**src/rtl/control_encoder_pkg.sv**
```systemverilog
// Shared symbol constants, FSM state encoding and FIFO geometry for the link control encoder.
package control_encoder_pkg;

    localparam logic [7:0] K28_5 = 8'hBC;  // comma / idle
    localparam logic [7:0] K27_7 = 8'hFB;  // start of frame
    localparam logic [7:0] K29_7 = 8'hFD;  // end of frame
    localparam logic [7:0] K28_0 = 8'h1C;  // skip

    localparam int unsigned FIFO_DEPTH = 4;
    localparam int unsigned FIFO_WIDTH = 9;

    typedef enum logic [2:0] {
        ST_ALIGN = 3'd0,
        ST_IDLE  = 3'd1,
        ST_START = 3'd2,
        ST_DATA  = 3'd3,
        ST_END   = 3'd4
    } state_t;

endpackage

```
**src/rtl/control_encoder_fifo_enlace.sv**
```systemverilog
// 4-entry x 9-bit {ultimo, datos} FIFO between the requester and the encoder FSM.
module fifo_enlace
    import control_encoder_pkg::*;
(
    input  logic                  clk,
    input  logic                  rst,
    input  logic                  push,
    input  logic                  pop,
    input  logic [FIFO_WIDTH-1:0] din,
    output logic [FIFO_WIDTH-1:0] dout,
    output logic                  full,
    output logic                  empty,
    output logic [2:0]            count
);

    logic [FIFO_WIDTH-1:0] mem_q [FIFO_DEPTH];
    logic [FIFO_WIDTH-1:0] mem_d [FIFO_DEPTH];
    logic [1:0]            wr_ptr_q, wr_ptr_d;
    logic [1:0]            rd_ptr_q, rd_ptr_d;
    logic [2:0]            count_q, count_d;
    logic                  do_push, do_pop;

    assign full  = (count_q == 3'(FIFO_DEPTH));
    assign empty = (count_q == 3'd0);
    assign count = count_q;
    assign dout  = mem_q[rd_ptr_q];

    // Full is taken from the registered count, so a same-cycle pop never frees a slot for a push.
    assign do_push = push && !full;
    assign do_pop  = pop && !empty;

    always_comb begin
        mem_d    = mem_q;
        wr_ptr_d = wr_ptr_q;
        rd_ptr_d = rd_ptr_q;
        count_d  = count_q;
        if (do_push) begin
            mem_d[wr_ptr_q] = din;
            wr_ptr_d        = wr_ptr_q + 2'd1;
        end
        if (do_pop) begin
            rd_ptr_d = rd_ptr_q + 2'd1;
        end
        case ({do_push, do_pop})
            2'b10:   count_d = count_q + 3'd1;
            2'b01:   count_d = count_q - 3'd1;
            default: count_d = count_q;
        endcase
    end

    always_ff @(posedge clk) begin
        mem_q <= mem_d;
        if (rst) begin
            wr_ptr_q <= '0;
            rd_ptr_q <= '0;
            count_q  <= '0;
        end else begin
            wr_ptr_q <= wr_ptr_d;
            rd_ptr_q <= rd_ptr_d;
            count_q  <= count_d;
        end
    end

endmodule

```
**src/rtl/control_encoder.sv**
```systemverilog
// Frames FIFO payload bytes with K-symbols (align, idle, start, end) for an 8b/10b encoder.
// Optional CONTROL_ENCODER_SKIP_EN replaces every SKIP_PERIOD-th idle K28.5 with K28.0.
module control_encoder
    import control_encoder_pkg::*;
#(
    parameter int unsigned ALIGN_COUNT = 4,
    parameter int unsigned SKIP_PERIOD = 16
) (
    input  logic       clk,
    input  logic       rst,
    input  logic       enb,
    input  logic [7:0] datos_in,
    input  logic       valido,
    input  logic       ultimo,
    output logic       listo,
    output logic [7:0] datos_enc,
    output logic       K_enc,
    output logic       enb_enc,
    output logic       subdesbordo
);

    if (ALIGN_COUNT < 1 || ALIGN_COUNT > 255 || SKIP_PERIOD < 1 || SKIP_PERIOD > 256) begin : g_param_check
        $error("control_encoder: ALIGN_COUNT or SKIP_PERIOD out of range");
    end

    localparam logic [7:0] ALIGN_LAST = 8'(ALIGN_COUNT - 1);

    logic       fifo_push, fifo_pop;
    logic [8:0] fifo_dout;
    logic       fifo_full, fifo_empty;
    logic [2:0] fifo_count;

    state_t     state_q, state_d;
    logic [7:0] align_q, align_d;
    logic [7:0] datos_q, datos_d;
    logic       k_q, k_d;
    logic       enb_enc_q, enb_enc_d;
    logic       subd_q, subd_d;

    assign listo     = !fifo_full && !rst;
    assign fifo_push = valido && listo && enb;
    assign fifo_pop  = enb && (state_q == ST_DATA) && !fifo_empty;

    fifo_enlace u_fifo (
        .clk   (clk),
        .rst   (rst),
        .push  (fifo_push),
        .pop   (fifo_pop),
        .din   ({ultimo, datos_in}),
        .dout  (fifo_dout),
        .full  (fifo_full),
        .empty (fifo_empty),
        .count (fifo_count)
    );

`ifdef CONTROL_ENCODER_SKIP_EN
    localparam logic [7:0] SKIP_LAST = 8'(SKIP_PERIOD - 1);
    logic [7:0] skip_q, skip_d;
`endif

    always_comb begin
        state_d   = state_q;
        align_d   = align_q;
        datos_d   = datos_q;
        k_d       = k_q;
        enb_enc_d = 1'b0;
        subd_d    = 1'b0;
`ifdef CONTROL_ENCODER_SKIP_EN
        skip_d    = skip_q;
`endif
        if (enb) begin
            enb_enc_d = 1'b1;
            case (state_q)
                ST_ALIGN: begin
                    datos_d = K28_5;
                    k_d     = 1'b1;
                    if (align_q == ALIGN_LAST) begin
                        state_d = ST_IDLE;
                    end else begin
                        align_d = align_q + 8'd1;
                    end
                end
                ST_IDLE: begin
                    datos_d = K28_5;
                    k_d     = 1'b1;
                    if (fifo_count != 3'd0) begin
                        state_d = ST_START;
                    end
`ifdef CONTROL_ENCODER_SKIP_EN
                    // A pending frame wins over SKIP and restarts the idle run.
                    if (fifo_count != 3'd0) begin
                        skip_d = '0;
                    end else if (skip_q == SKIP_LAST) begin
                        datos_d = K28_0;
                        skip_d  = '0;
                    end else begin
                        skip_d = skip_q + 8'd1;
                    end
`endif
                end
                ST_START: begin
                    datos_d = K27_7;
                    k_d     = 1'b1;
                    state_d = ST_DATA;
                end
                ST_DATA: begin
                    if (fifo_count != 3'd0) begin
                        datos_d = fifo_dout[7:0];
                        k_d     = 1'b0;
                        if (fifo_dout[8]) begin
                            state_d = ST_END;
                        end
                    end else begin
                        datos_d = K28_5;
                        k_d     = 1'b1;
                        subd_d  = 1'b1;
                    end
                end
                ST_END: begin
                    datos_d = K29_7;
                    k_d     = 1'b1;
                    state_d = ST_IDLE;
                end
                default: state_d = ST_ALIGN;
            endcase
        end
    end

    always_ff @(posedge clk) begin
        if (rst) begin
            state_q   <= ST_ALIGN;
            align_q   <= '0;
            datos_q   <= '0;
            k_q       <= 1'b0;
            enb_enc_q <= 1'b0;
            subd_q    <= 1'b0;
`ifdef CONTROL_ENCODER_SKIP_EN
            skip_q    <= '0;
`endif
        end else begin
            state_q   <= state_d;
            align_q   <= align_d;
            datos_q   <= datos_d;
            k_q       <= k_d;
            enb_enc_q <= enb_enc_d;
            subd_q    <= subd_d;
`ifdef CONTROL_ENCODER_SKIP_EN
            skip_q    <= skip_d;
`endif
        end
    end

    assign datos_enc   = datos_q;
    assign K_enc       = k_q;
    assign enb_enc     = enb_enc_q;
    assign subdesbordo = subd_q;

endmodule

```
**config.mk**
```make
export PLATFORM = sky130hd
export DESIGN_NAME = control_encoder
export DESIGN_NICKNAME = d
export VERILOG_FILES = /design/src/rtl/control_encoder_pkg.sv /design/src/rtl/control_encoder_fifo_enlace.sv /design/src/rtl/control_encoder.sv
export SDC_FILE = /design/constraint.sdc
export NUM_CORES = 1
export LEC_CHECK = 0
export ABC_AREA = 1
export BUFFER_PORTS_ARGS = -buffer_cell sky130_fd_sc_hd__clkbuf_2
export CORE_MARGIN = 2
export CORE_UTILIZATION = 50
export DETAILED_ROUTE_END_ITERATION = 8
export PLACE_DENSITY = 0.81
export SLEW_MARGIN = 0
export SYNTH_ARGS = -nofsm -noshare
export SYNTH_HDL_FRONTEND = slang
export SYNTH_SLANG_ARGS = --single-unit
```
**constraint.sdc**
```tcl
create_clock -name clk -period 4.75 [get_ports clk]
set_input_delay 0.475 -clock clk [delete_from_list [all_inputs] [get_ports clk]]
set_output_delay 0.475 -clock clk [all_outputs]
set_load 0.005 [all_outputs]
```
==> run summary <==
Status: finished clean
First-iteration detailed-routing DRC count: 78
Fmax: 0.463 GHz
Layout area overhead: 12.1%
Post-layout nets: 342
TritonCTS Buffers: 9
Final ANT Viol Nets: 0
Total grt overflow: 0
Top delay family on crit path: adder cells
Die width: 79.6 um
Final worst path period need: 2.16 ns
Fillers: 459
Slew Viols, Final: 0
Critical path's largest stage delay: 0.45 ns
Initial antenna violation count: 0
Critical Path RT: 4.97 ns
Worst skew pair latency: 0.34 ns
VDD IR max: 0.237 mV
First-pass GRT wire length: 8980 um
Clock transition at the registers of the reported paths: 0.07 ns
Final cycle utilization of the critical path: 45.4%
Wirelength, routed: 5480 um
Hold buffer count at cts: 0
Worst-path fanout max: 9
CTS tree: yes
Post-synth top cells: nand2_1, nor2_1, edfxtp_1
Register bit total from synthesis: 65
Layout cells sized above 1: 19.3%
# H-tree levels: 3
Hpwl dp: 3940 um
Core region area: 5510 sq um
Min Hold Slack: 0.354 ns
Finish-stage setup viols: 0
Clk buf depth: 2
Avg Vias per Cell: 5.20
Synth area leader: edfxtp_1
Fin Setup TNS: 0 ns
Unrepaired setup endpoints after global routing: false
Cell at the slowest stage of the critical path: dfxtp_1
Worst-margin pin slew: 0.824 ns
Post-CTS sizing: 0
Port Buffers: 24
Die height: 79.6 um
Largest cells by area after synthesis: edfxtp_1, dfxtp_1, o21ai_0
GPL Wtd Cong: 0.858
Sequential-to-total area share from yosys stat: 58.2%
Yosys warning total: 0
Post-synthesis cell type count: 36
Syn Inst Count: 294
# DRC: 0
Root buffer cell: clkbuf_8
Syn Area/Cell: 9.72 sq um
Die area: 6330 sq um
Worst min path class: in2reg
Post-synth top area share: 37.8%
Routed vias: 2075
Power density cells: 374 nW/um^2
Post-synth EDFFs: 36
Vias in the first global route: 1903
DRT Pass-1 Iters: 4
I/O pin total: 25
Antenna cells: 0
Max cap viols: 0
Total GRT Usage: 19.2%
Cell with the most instances after synthesis: nand2_1
Cell breakdown of the critical path: nor2_4 -> nand2_4 -> nor2_8 -> ha_1 -> inv_1 -> fa_1 -> a21oi_1 -> o21ai_0 -> o21ai_0 -> a21oi_1
Headroom to the max-slew limit: 44.8%
Post-layout util: 58.1%
Nature of the critical path startpoint: register
WP data arrival: 2.38 ns
CP Capture Type: register
CTS sink cnt: 65
Synthesized area: 2860 sq um
Pleak: 1.28 nW
Initial Utilization: 51.9%
Critical setup path kind: reg2reg
Largest net degree at the start of global routing: 25
Setup bufs post-CTS: 0
Syn Nets: 314
Drt wl/cell: 13.7 um
Number of buffers and inverters on the critical path: 1
Std cell rows: 27
Clock Skew: 0.00817 ns
Final hold vios: 0
FFs w/ async S/R, synth: 0%
Main synth FF type: edfxtp_1
-- where the power goes --
part / switching, W / internal [W]
Clock: 0.000202 / 0.000242
Combinational: 0.0000822 / 0.0000428
Sequential: 0.0000147 / 0.000614
Total: 0.000299 / 0.000898
-- kinds of logic (layout without fill, tap and decap cells) --
group / after synthesis / after routing / share of synthesized area [%]
and+or+nand+nor: 104 / 104 / 17.4
adders and majority gates: 7 / 7 / 3.33
AOI/OAI and AO/OA: 72 / 72 / 13.9
buffers and inverters: 45 / 78 / 6.88
xor gates and xnor gates: 1 / 1 / 0.307
DFF: 65 / 65 / 58.2
-- cell type report --
type	instances	area, sq um	area share [%]
flip-flops and latches	65	1660	51.9
multi-input cells	184	998	31.2
inverters	38	145	4.53
clock buffers	11	131	4.10
repair buffers	24	120	3.75
well taps	72	90.1	2.81
clock inverters	5	55.1	1.72
-- per-stage QoR --
step	cells	worst slack, ns	total power (W)	instance area [sq um]
4_1_cts	399	2.62	0.00121	3200
2_1_floorplan	294	2.84	0.000728	2860
3_3_place_gp	383	2.34	0.000762	3020
6_report	399	2.59	0.00120	3200
3_5_place_dp	383	2.28	0.000767	3020
5_1_grt	399	2.36	0.00125	3200
-- worst reg2reg max path, stage by stage, from the launching register on --
cell,delay (ns)
dfxtp_1,0.45
nor2_4,0.23
nand2_4,0.09
nor2_8,0.18
ha_1,0.18
inv_1,0.06
fa_1,0.37
a21oi_1,0.14
o21ai_0,0.11
o21ai_0,0.17
a21oi_1,0.06
-- cells in the final DEF, fill, tap and decap left out, drive strengths merged, types with 2 or more instances in the layout --
master	count
nand2	46
nor2	42
inv	39
o21ai	37
edfxtp	36
clkbuf	35
dfxtp	29
a21oi	25
nand3	9
ha	6
o22a	4
o22ai	3
nand4	3
nor3	2
clkinv	2
-- layer usage --
| layer | wire, um | vias to the layer above | GRT usage [%] |
|---|---|---|---|
| li1 | - | 1046 | - |
| met1 | 2350 | 966 | 23.1 |
| met2 | 2770 | 55 | 32.3 |
| met3 | 299 | 8 | 6.79 |
| met4 | 67 | 0 | 5.86 |
| met5 | 0 | - | 0 |
-- final timing paths --
path                             startpoint               to  slack [ns]  cells past startpoint
worst min register to register   align_q[1]       align_q[1]        0.50                      2
worst max register to register   state_q[2]  u_fifo.count[2]        2.59                     10
worst max-delay path             state_q[2]  u_fifo.count[2]        2.59                     10
worst min-delay path            datos_in[4]  u_fifo.mem_q[4]        0.35                      1
-- state kept, by name, summed over array words and instances, names as in the netlist --
name and flops:
u_fifo.mem_q 36, align_q 8, datos_enc 8, state_q 3, u_fifo.count 3, u_fifo.rd_ptr_q 2
u_fifo.wr_ptr_q 2, K_enc 1, enb_enc 1, subdesbordo 1
(Power assumes the default switching activity.)
